## config.mk

```make
export PLATFORM = sky130hd
export DESIGN_NAME = ecc_decode_flat
export DESIGN_NICKNAME = d
export VERILOG_FILES = /design/src/rtl/ecc_decode_if.sv /design/src/rtl/ecc_decode.sv /design/src/flat_wrapper.sv
export SDC_FILE = /design/constraint.sdc
export NUM_CORES = 1
export LEC_CHECK = 0
export ABC_AREA = 0
export CORE_MARGIN = 3
export CORE_UTILIZATION = 56
export DETAILED_ROUTE_END_ITERATION = 10
export HOLD_SLACK_MARGIN = 0.03
export PLACE_DENSITY = 0.85
export SYNTH_ARGS = -nofsm -noshare
export SYNTH_HDL_FRONTEND = slang
export SYNTH_SLANG_ARGS = --single-unit
```

## constraint.sdc

```tcl
create_clock -name Clock -period 10.2 [get_ports Clock]
set_clock_uncertainty 0.2 [all_clocks]
set_input_delay 1.53 -clock Clock [delete_from_list [all_inputs] [get_ports Clock]]
set_output_delay 1.53 -clock Clock [all_outputs]
set_load 0.02 [all_outputs]
```

## src/rtl/ecc_decode_if.sv

```systemverilog
// ecc_decode_if: bundles the read-side decoder's handshake and status signals.
//   slave  - decoder side: takes the FIFO word, check bits, out_ready and cnt_clr;
//            drives in_ready, the corrected word, flags, syndrome, counters and capture.
//   master - producer/consumer side, mirror image of slave.
interface ecc_decode_if #(
  parameter int unsigned DATA_WIDTH = 32,
  parameter int unsigned ECC_WIDTH  = 6,
  parameter int unsigned CNT_WIDTH  = 16
);
  // Input side (FIFO read port)
  logic                  in_valid;
  logic                  in_ready;
  logic [DATA_WIDTH-1:0] DataIn;
  logic [ECC_WIDTH-1:0]  CorrIn;
  // Output side (consumer)
  logic                  out_valid;
  logic                  out_ready;
  logic [DATA_WIDTH-1:0] DataOut;
  logic                  err_single;
  logic                  err_double;
  logic [ECC_WIDTH-1:0]  syndrome;
  // Status / debug
  logic [CNT_WIDTH-1:0]  cnt_corr;
  logic [CNT_WIDTH-1:0]  cnt_uncorr;
  logic                  cnt_clr;
  logic [ECC_WIDTH-1:0]  first_syn;
  logic                  first_vld;

  modport slave (
    input  in_valid, DataIn, CorrIn, out_ready, cnt_clr,
    output in_ready, out_valid, DataOut, err_single, err_double, syndrome,
           cnt_corr, cnt_uncorr, first_syn, first_vld
  );

  modport master (
    output in_valid, DataIn, CorrIn, out_ready, cnt_clr,
    input  in_ready, out_valid, DataOut, err_single, err_double, syndrome,
           cnt_corr, cnt_uncorr, first_syn, first_vld
  );
endinterface

```

## src/rtl/ecc_decode.sv

```systemverilog
// ecc_decode: read-side Hamming checker/corrector for 32-bit FIFO words.
//   Recomputes the 6 check bits (bit 0 = overall data parity, bits 5:1 = parity of data bits whose
//   index has the matching bit set), forms the syndrome, corrects single data-bit errors and flags
//   uncorrectable words. Two-stage valid/ready pipeline, saturating error counters and a sticky
//   first-error syndrome capture.
// Ports:
//   Clock - rising-edge clock
//   Reset - asynchronous, active-high; flushes the pipeline and clears all status
//   bus   - ecc_decode_if.slave: in_valid/in_ready/DataIn/CorrIn, out_valid/out_ready/DataOut,
//           err_single/err_double/syndrome, cnt_corr/cnt_uncorr/cnt_clr, first_syn/first_vld
module ecc_decode #(
  parameter int unsigned DATA_WIDTH = 32,
  parameter int unsigned ECC_WIDTH  = 6,
  parameter int unsigned CNT_WIDTH  = 16
) (
  input logic         Clock,
  input logic         Reset,
  ecc_decode_if.slave bus
);

  localparam int unsigned IdxW = ECC_WIDTH - 1;

  // Stage 1: raw data plus syndrome
  logic                  s1_v_q, s1_v_d;
  logic [DATA_WIDTH-1:0] s1_data_q, s1_data_d;
  logic [ECC_WIDTH-1:0]  s1_syn_q, s1_syn_d;

  // Stage 2: corrected word and classification
  logic                  out_valid_q, out_valid_d;
  logic [DATA_WIDTH-1:0] data_out_q, data_out_d;
  logic                  err_single_q, err_single_d;
  logic                  err_double_q, err_double_d;
  logic [ECC_WIDTH-1:0]  syndrome_q, syndrome_d;

  // Status
  logic [CNT_WIDTH-1:0]  cnt_corr_q, cnt_corr_d;
  logic [CNT_WIDTH-1:0]  cnt_uncorr_q, cnt_uncorr_d;
  logic [ECC_WIDTH-1:0]  first_syn_q, first_syn_d;
  logic                  first_vld_q, first_vld_d;

  logic [ECC_WIDTH-1:0]  chk;
  logic [DATA_WIDTH-1:0] corr_data;
  logic [IdxW-1:0]       flip_idx;
  logic                  s2_en, s2_load, s1_en;
  logic                  is_single, is_double;

  // Check-bit recompute on the incoming word
  always_comb begin
    chk = '0;
    for (int i = 0; i < DATA_WIDTH; i++) begin
      chk[0] ^= bus.DataIn[i];
      for (int k = 1; k < ECC_WIDTH; k++) begin
        if (((i >> (k - 1)) & 1) != 0) begin
          chk[k] ^= bus.DataIn[i];
        end
      end
    end
  end

  // Pipeline advance: stage 2 takes a word when empty or draining; stage 1 when empty or its
  // word moves on. in_ready therefore depends on out_ready but never on the input word.
  assign s2_en   = !out_valid_q || bus.out_ready;
  assign s2_load = s2_en && s1_v_q;
  assign s1_en   = !s1_v_q || s2_en;

  // Odd syndrome means one flipped bit; its index sits in syndrome[5:1]. Syndrome 1 cannot be
  // told apart from a check-bit-0 error, so data bit 0 is flipped. Even non-zero syndromes
  // (including lone check-bit 1..5 errors) are reported as uncorrectable.
  assign is_single = s1_syn_q[0];
  assign is_double = !s1_syn_q[0] && (s1_syn_q != '0);
  assign flip_idx  = s1_syn_q[ECC_WIDTH-1:1];

  always_comb begin
    corr_data = s1_data_q;
    if (is_single) begin
      corr_data[flip_idx] = ~s1_data_q[flip_idx];
    end
  end

  // Stage 1 next state
  always_comb begin
    s1_v_d    = s1_v_q;
    s1_data_d = s1_data_q;
    s1_syn_d  = s1_syn_q;
    if (s1_en) begin
      s1_v_d = bus.in_valid;
      if (bus.in_valid) begin
        s1_data_d = bus.DataIn;
        s1_syn_d  = chk ^ bus.CorrIn;
      end
    end
  end

  // Stage 2 next state; payload only changes when a new word is loaded so outputs hold under
  // backpressure.
  always_comb begin
    out_valid_d  = out_valid_q;
    data_out_d   = data_out_q;
    err_single_d = err_single_q;
    err_double_d = err_double_q;
    syndrome_d   = syndrome_q;
    if (s2_en) begin
      out_valid_d = s1_v_q;
    end
    if (s2_load) begin
      data_out_d   = corr_data;
      err_single_d = is_single;
      err_double_d = is_double;
      syndrome_d   = s1_syn_q;
    end
  end

  // Counters and first-error capture update once per word on its load into stage 2.
  // A same-cycle clear wins and the word's event is dropped.
  always_comb begin
    cnt_corr_d   = cnt_corr_q;
    cnt_uncorr_d = cnt_uncorr_q;
    first_syn_d  = first_syn_q;
    first_vld_d  = first_vld_q;
    if (bus.cnt_clr) begin
      cnt_corr_d   = '0;
      cnt_uncorr_d = '0;
      first_syn_d  = '0;
      first_vld_d  = 1'b0;
    end else if (s2_load) begin
      if (is_single && (cnt_corr_q != '1)) begin
        cnt_corr_d = cnt_corr_q + CNT_WIDTH'(1);
      end
      if (is_double && (cnt_uncorr_q != '1)) begin
        cnt_uncorr_d = cnt_uncorr_q + CNT_WIDTH'(1);
      end
      if ((is_single || is_double) && !first_vld_q) begin
        first_syn_d = s1_syn_q;
        first_vld_d = 1'b1;
      end
    end
  end

  always_ff @(posedge Clock or posedge Reset) begin
    if (Reset) begin
      s1_v_q       <= 1'b0;
      s1_data_q    <= '0;
      s1_syn_q     <= '0;
      out_valid_q  <= 1'b0;
      data_out_q   <= '0;
      err_single_q <= 1'b0;
      err_double_q <= 1'b0;
      syndrome_q   <= '0;
      cnt_corr_q   <= '0;
      cnt_uncorr_q <= '0;
      first_syn_q  <= '0;
      first_vld_q  <= 1'b0;
    end else begin
      s1_v_q       <= s1_v_d;
      s1_data_q    <= s1_data_d;
      s1_syn_q     <= s1_syn_d;
      out_valid_q  <= out_valid_d;
      data_out_q   <= data_out_d;
      err_single_q <= err_single_d;
      err_double_q <= err_double_d;
      syndrome_q   <= syndrome_d;
      cnt_corr_q   <= cnt_corr_d;
      cnt_uncorr_q <= cnt_uncorr_d;
      first_syn_q  <= first_syn_d;
      first_vld_q  <= first_vld_d;
    end
  end

  assign bus.in_ready   = s1_en;
  assign bus.out_valid  = out_valid_q;
  assign bus.DataOut    = data_out_q;
  assign bus.err_single = err_single_q;
  assign bus.err_double = err_double_q;
  assign bus.syndrome   = syndrome_q;
  assign bus.cnt_corr   = cnt_corr_q;
  assign bus.cnt_uncorr = cnt_uncorr_q;
  assign bus.first_syn  = first_syn_q;
  assign bus.first_vld  = first_vld_q;

endmodule

```

## src/flat_wrapper.sv

```systemverilog
// flat-port wrapper written by rule: the top's interface ports become plain ports
module ecc_decode_flat 
#(
  parameter int unsigned DATA_WIDTH = 32,
  parameter int unsigned ECC_WIDTH  = 6,
  parameter int unsigned CNT_WIDTH  = 16
)
  (Clock, Reset, bus_in_valid, bus_DataIn, bus_CorrIn, bus_out_ready, bus_cnt_clr, bus_in_ready, bus_out_valid, bus_DataOut, bus_err_single, bus_err_double, bus_syndrome, bus_cnt_corr, bus_cnt_uncorr, bus_first_syn, bus_first_vld);
  ecc_decode_if #(.DATA_WIDTH(DATA_WIDTH), .ECC_WIDTH(ECC_WIDTH), .CNT_WIDTH(CNT_WIDTH)) bus_i ();
  input logic Clock;
  input logic Reset;
  input wire logic [$bits(bus_i.in_valid)-1:0] bus_in_valid;
  input wire logic [$bits(bus_i.DataIn)-1:0] bus_DataIn;
  input wire logic [$bits(bus_i.CorrIn)-1:0] bus_CorrIn;
  input wire logic [$bits(bus_i.out_ready)-1:0] bus_out_ready;
  input wire logic [$bits(bus_i.cnt_clr)-1:0] bus_cnt_clr;
  output wire logic [$bits(bus_i.in_ready)-1:0] bus_in_ready;
  output wire logic [$bits(bus_i.out_valid)-1:0] bus_out_valid;
  output wire logic [$bits(bus_i.DataOut)-1:0] bus_DataOut;
  output wire logic [$bits(bus_i.err_single)-1:0] bus_err_single;
  output wire logic [$bits(bus_i.err_double)-1:0] bus_err_double;
  output wire logic [$bits(bus_i.syndrome)-1:0] bus_syndrome;
  output wire logic [$bits(bus_i.cnt_corr)-1:0] bus_cnt_corr;
  output wire logic [$bits(bus_i.cnt_uncorr)-1:0] bus_cnt_uncorr;
  output wire logic [$bits(bus_i.first_syn)-1:0] bus_first_syn;
  output wire logic [$bits(bus_i.first_vld)-1:0] bus_first_vld;
  assign bus_i.in_valid = bus_in_valid;
  assign bus_i.DataIn = bus_DataIn;
  assign bus_i.CorrIn = bus_CorrIn;
  assign bus_i.out_ready = bus_out_ready;
  assign bus_i.cnt_clr = bus_cnt_clr;
  assign bus_in_ready = bus_i.in_ready;
  assign bus_out_valid = bus_i.out_valid;
  assign bus_DataOut = bus_i.DataOut;
  assign bus_err_single = bus_i.err_single;
  assign bus_err_double = bus_i.err_double;
  assign bus_syndrome = bus_i.syndrome;
  assign bus_cnt_corr = bus_i.cnt_corr;
  assign bus_cnt_uncorr = bus_i.cnt_uncorr;
  assign bus_first_syn = bus_i.first_syn;
  assign bus_first_vld = bus_i.first_vld;
  ecc_decode #(.DATA_WIDTH(DATA_WIDTH), .ECC_WIDTH(ECC_WIDTH), .CNT_WIDTH(CNT_WIDTH)) u_core (.Clock(Clock), .Reset(Reset), .bus(bus_i));
endmodule
```

Yosys cells after proc, flatten, opt, wreduce, memory -nomap -nowiden --
Cells that the tools add are included.
Cells by class: add/subtract/negate cells 2, magnitude comparators 2, eq/ne operators 2, multiplexer cells 18, bitwise operators 108, reduce and logical (&&, ||, !) cells 22
Operators with widths (number):
- XOR 1 bit | 106
- 2-to-1 mux 16 bit | 6
- adder 16 x 1 -> 16 bit, second input constant | 2
- bitwise mux 32 bit | 1
- 2-to-1 mux 32 bit | 1
- != test 16 bit, second input constant | 2
- 2-to-1 mux 6 bit | 3
- AND reduction 2 bit | 4
- nonzero test 2 bit | 4
- logical AND 1 bit | 6
- < comparator 5 x 6 -> 1 bit, second input constant | 1
- nonzero test 6 bit | 1
- XOR 6 bit | 1
- binary-select mux 1 bit (select 5 bit) | 1
- demux 1 bit (select 5 bit) | 1
- >= comparator 5 x 1 -> 1 bit, second input constant | 1
- 2-to-1 mux 1 bit | 5
- logical NOT 1 bit | 4
- logical OR 1 bit | 3
- NOT 1 bit | 1
Storage, ports and cells: register bits after elaboration 119, output and inout bits 81, logic and storage cells 166

Depth between registers and ports, before layout --
depth after elaboration 32, depth in mapped cells 9, gate-level depth less buffers 7

Least setup slack after synthesis --
OpenSTA, ideal clock, no wires.
kind input -> output, start point in bus_out_ready, end point out bus_in_ready, arrival 1950 ps, data required time 8470 ps, path slack 6520 ps, stages 2, path through nor2b_1 > nand2_1
On the way: longest elaborated chain between the ends 2
RTL lines:
- start: declaration | line flat_wrapper.sv:15 | input wire logic [$bits(bus_i.out_ready)-1:0] bus_out_ready;
- logical OR 1 bit | line ecc_decode.sv:62 | assign s2_en = !out_valid_q || bus.out_ready;
- logical OR 1 bit | line ecc_decode.sv:64 | assign s1_en = !s1_v_q || s2_en;
- end: declaration | line flat_wrapper.sv:17 | output wire logic [$bits(bus_i.in_ready)-1:0] bus_in_ready;
No other way between the ends.

Final worst setup path --
Same ends and word-level chain as after synthesis.

==> metrics.md <==
| Metric | Value |
|---|---|
| Ports | `124` |
| Crit-path max FO | `3` |
| Max layer used | `met4` |
| Slowest stage delay, CP | `0.56 ns` |
| Synthesized area per cell | `11.3 µm²` |
| Critical path capture point type | `primary output` |
| CP max-delay cell | `clkdlybuf4s50_1` |
| Worst hold margin | `0.272 ns` |
| Crit path required time | `8.47 ns` |
| Die Ht | `112 µm` |
| Sink Count | `118` |
| Synth top area cells | `dfrtp_1, xnor2_1, mux2_2` |
| Final GP Congestion | `0.873` |
| Htree depth | `4` |
| Largest net degree at the start of global routing | `73` |
| Fmax | `0.216 GHz` |
| Wire length per cell | `18.8 µm` |
| Final period util | `45.4%` |
| RSZ-0062 raised after global routing | `no` |
| Initial DRC count | `346` |
| CP most frequent cell | `clkdlybuf4s50_1` |
| DRC Markers | `0` |
| Vias in the first global route | `4867` |
| Slew Limit Fails | `0` |
| MaxCap Viol Count | `0` |
| Setup tns final | `0 ns` |
| Clock latency on the worst-skew pair | `0.41 ns` |
| Fill cell count | `758` |
| Worst setup path start | `bus_out_ready` |
| #FFs+latches synth | `118` |
| # resized after CTS | `0` |
| Vias/cell | `5.95` |
| Clock transition at the registers of the reported paths | `0.05 ns` |
| Pleak | `3.38 nW` |
| Clock Path Buffers | `2` |
| CTS Root Cell | `clkbuf_16` |
| Slew at the pin closest to its max-slew limit | `1.13 ns` |
| First-pass DRT Iterations | `5` |
| ANT cells | `0` |
| FP Rows | `38` |
| Post-layout nets | `716` |
| Slew HR | `24.5%` |
| Cell variety after synth | `48` |
| GR Overflow Total | `0` |
| Syn nets | `604` |
| DIE WIDTH | `112 µm` |
| Post-CTS Setup Inserts | `0` |
| Mapped Cells | `559` |
| Global-route usage over all layers | `24.9%` |
| CP startpoint kind | `primary input` |
| Reg-to-reg startpoint | `u_core.s1_syn_q[1]` |
| Hold Crit Start | `u_core.bus.DataOut[3]` |
| Initial antenna violation count | `0` |
| CTS tree | `yes` |
| Worst-path cell chain | `clkdlybuf4s50_1 -> nor2b_1 -> nand2_1 -> clkdlybuf4s50_1` |
| Layout cells sized above 1 | `12.6%` |
| M1 WL | `6.63 mm` |
| Num CTS Buffers | `17` |
| Outcome | `completed` |
| IO buf count | `123` |
| Post-synth top area share | `46.7%` |
| Hold Buf Count CTS | `0` |
| Hold Path Class | `flop to flop` |
| Pwr per Cell Area | `233 nW/µm²` |
| Worst setup path class | `primary input to primary output` |
| Yosys warnings | `0` |
| Die ar. | `12600 µm²` |
| Worst reg2reg setup slack | `7.01 ns` |
| Cell Area, Synth | `6320 µm²` |
| Peak VDD IR | `0.000129 V` |
| DRT Wirelength | `15.5 mm` |
| Placeable Area | `10900 µm²` |
| Via Count | `4891` |
| First-pass GRT wire length | `25.2 mm` |
| Synth area leader | `dfrtp_1` |
| P&R area growth vs syn | `27.7%` |
| Final hold vios | `0` |
| Antenna viol nets, final | `0` |
| DP HPWL | `10.7 mm` |
| Met2 WL post-DR | `7.50 mm` |
| Seq/Total Area, Yosys | `46.7%` |
| Met3 routed WL | `1.00 mm` |
| Starting density of the core | `57.8%` |
| Period minus WS final | `4.64 ns` |
| Setup violations, final | `0` |
| Worst Path Arrival | `2.91 ns` |
power breakdown:
group,internal (mW),total [mW],switching (mW)
combinational,0.307,0.652,0.345
sequential,0.552,0.667,0.115
clock,0.359,0.562,0.203
cell usage in the layout, fill, tap and decap left out, types with 3 or more instances in the layout:
cell type / instances
xnor2_1: 64
mux4_2: 3
nand2_1: 29
nand3_1: 11
mux4_1: 5
nand2b_1: 5
o21ai_0: 10
clkinv_2: 7
nor2_1: 44
or3_1: 4
dfrtp_1: 118
mux2_2: 37
a21o_1: 33
clkbuf_16: 17
buf_4: 6
and3_1: 4
nor2b_1: 4
a311oi_1: 32
nand4_1: 10
nor3b_2: 3
clkdlybuf4s50_1: 123
mux2i_1: 8
inv_1: 7
and4_1: 5
a21oi_1: 37
xor2_1: 26
synthesized netlist by cell type (all sizes together):
cell type      n
dfrtp        118
xnor2         64
nor2          44
a21oi         37
mux2          37
a21o          33
a311oi        33
nand2         30
xor2          26
buf           25
nand3         11
nand4         11
o21ai         10
clkbuf         9
inv            8
mux2i          8
mux4           8
and4           5
nand2b         5
and3           4
nor2b          4
or3            4
nor3           3
nor3b          3
and2           2
dlygate4sd3    2
ha             2
nor4           2
a2111oi        1
a31oi          1
a41oi          1
and3b          1
o2111ai        1
o21a           1
o21bai         1
o32ai          1
or2b           1
or4            1
xnor3          1
metal layers:
layer  GRT usage, %  up-vias
li1               -     2229
met1           33.6     2425
met2           40.4      203
met3           5.66       34
met4           8.17        0
met5              0        -
final cells by class:
type	instances	area (µm²)	share of cell area (%)
Sequential cell	118	2950	36.6
Tap cell	140	175	2.17
Clock buffer	19	443	5.48
Clock inverter	11	110	1.36
Multi-Input combinational cell	397	3090	38.2
Timing Repair Buffer	129	1280	15.8
Inverter	8	32.5	0.403
state kept, by name (all words and copies together) (netlist names):
register and cells:
u_core.bus.DataOut 32, u_core.bus.cnt_corr 16, u_core.bus.cnt_uncorr 16, u_core.bus.err_double 1, u_core.bus.first_syn 6, u_core.bus.first_vld 1
u_core.bus.out_valid 1, u_core.bus.syndrome 6, u_core.s1_data_q 32, u_core.s1_syn_q 6, u_core.s1_v_q 1
worst max-delay path, delay by kind of cell:
kind / cells / cell delay [ns]
buffers and inverters: 2 / 0.98
and+or+nand+nor: 2 / 0.39
worst paths after layout:
path	end	cells past startpoint
setup / recovery	bus_in_ready	4
hold / removal	u_core.bus.DataOut[3]	1
setup reg to reg	u_core.bus.DataOut[10]	7
hold reg to reg	u_core.bus.DataOut[3]	1
max in group asynchronous	u_core.s1_data_q[9]	3
min in group asynchronous	u_core.bus.first_syn[3]	2
stage by stage:
step	setup WS, ns	total power [mW]	utilization [%]	cells	cell area [µm²]
2_1_floorplan	5.34	1.14	-	559	6320
3_3_place_gp	5.60	1.29	68.8	792	7520
3_5_place_dp	5.59	1.32	68.8	792	7520
4_1_cts	5.57	1.88	73.8	822	8080
5_1_grt	5.54	1.97	73.8	822	8080
6_report	5.56	1.88	73.8	822	8080
cells by family after synthesis:
| kind of cell | synth area share, % |
|---|---|
| adder cells (fa/ha/maj) | 0.396 |
| AND/OR/NAND/NOR | 10.7 |
| XOR/XNOR | 12.8 |
| multiplexers | 11.0 |
| buffers and inverters | 4.57 |
| AO/OA/AOI/OAI | 13.8 |
| flip-flops | 46.7 |
No activity file was read; power rests on OpenSTA's default activity.
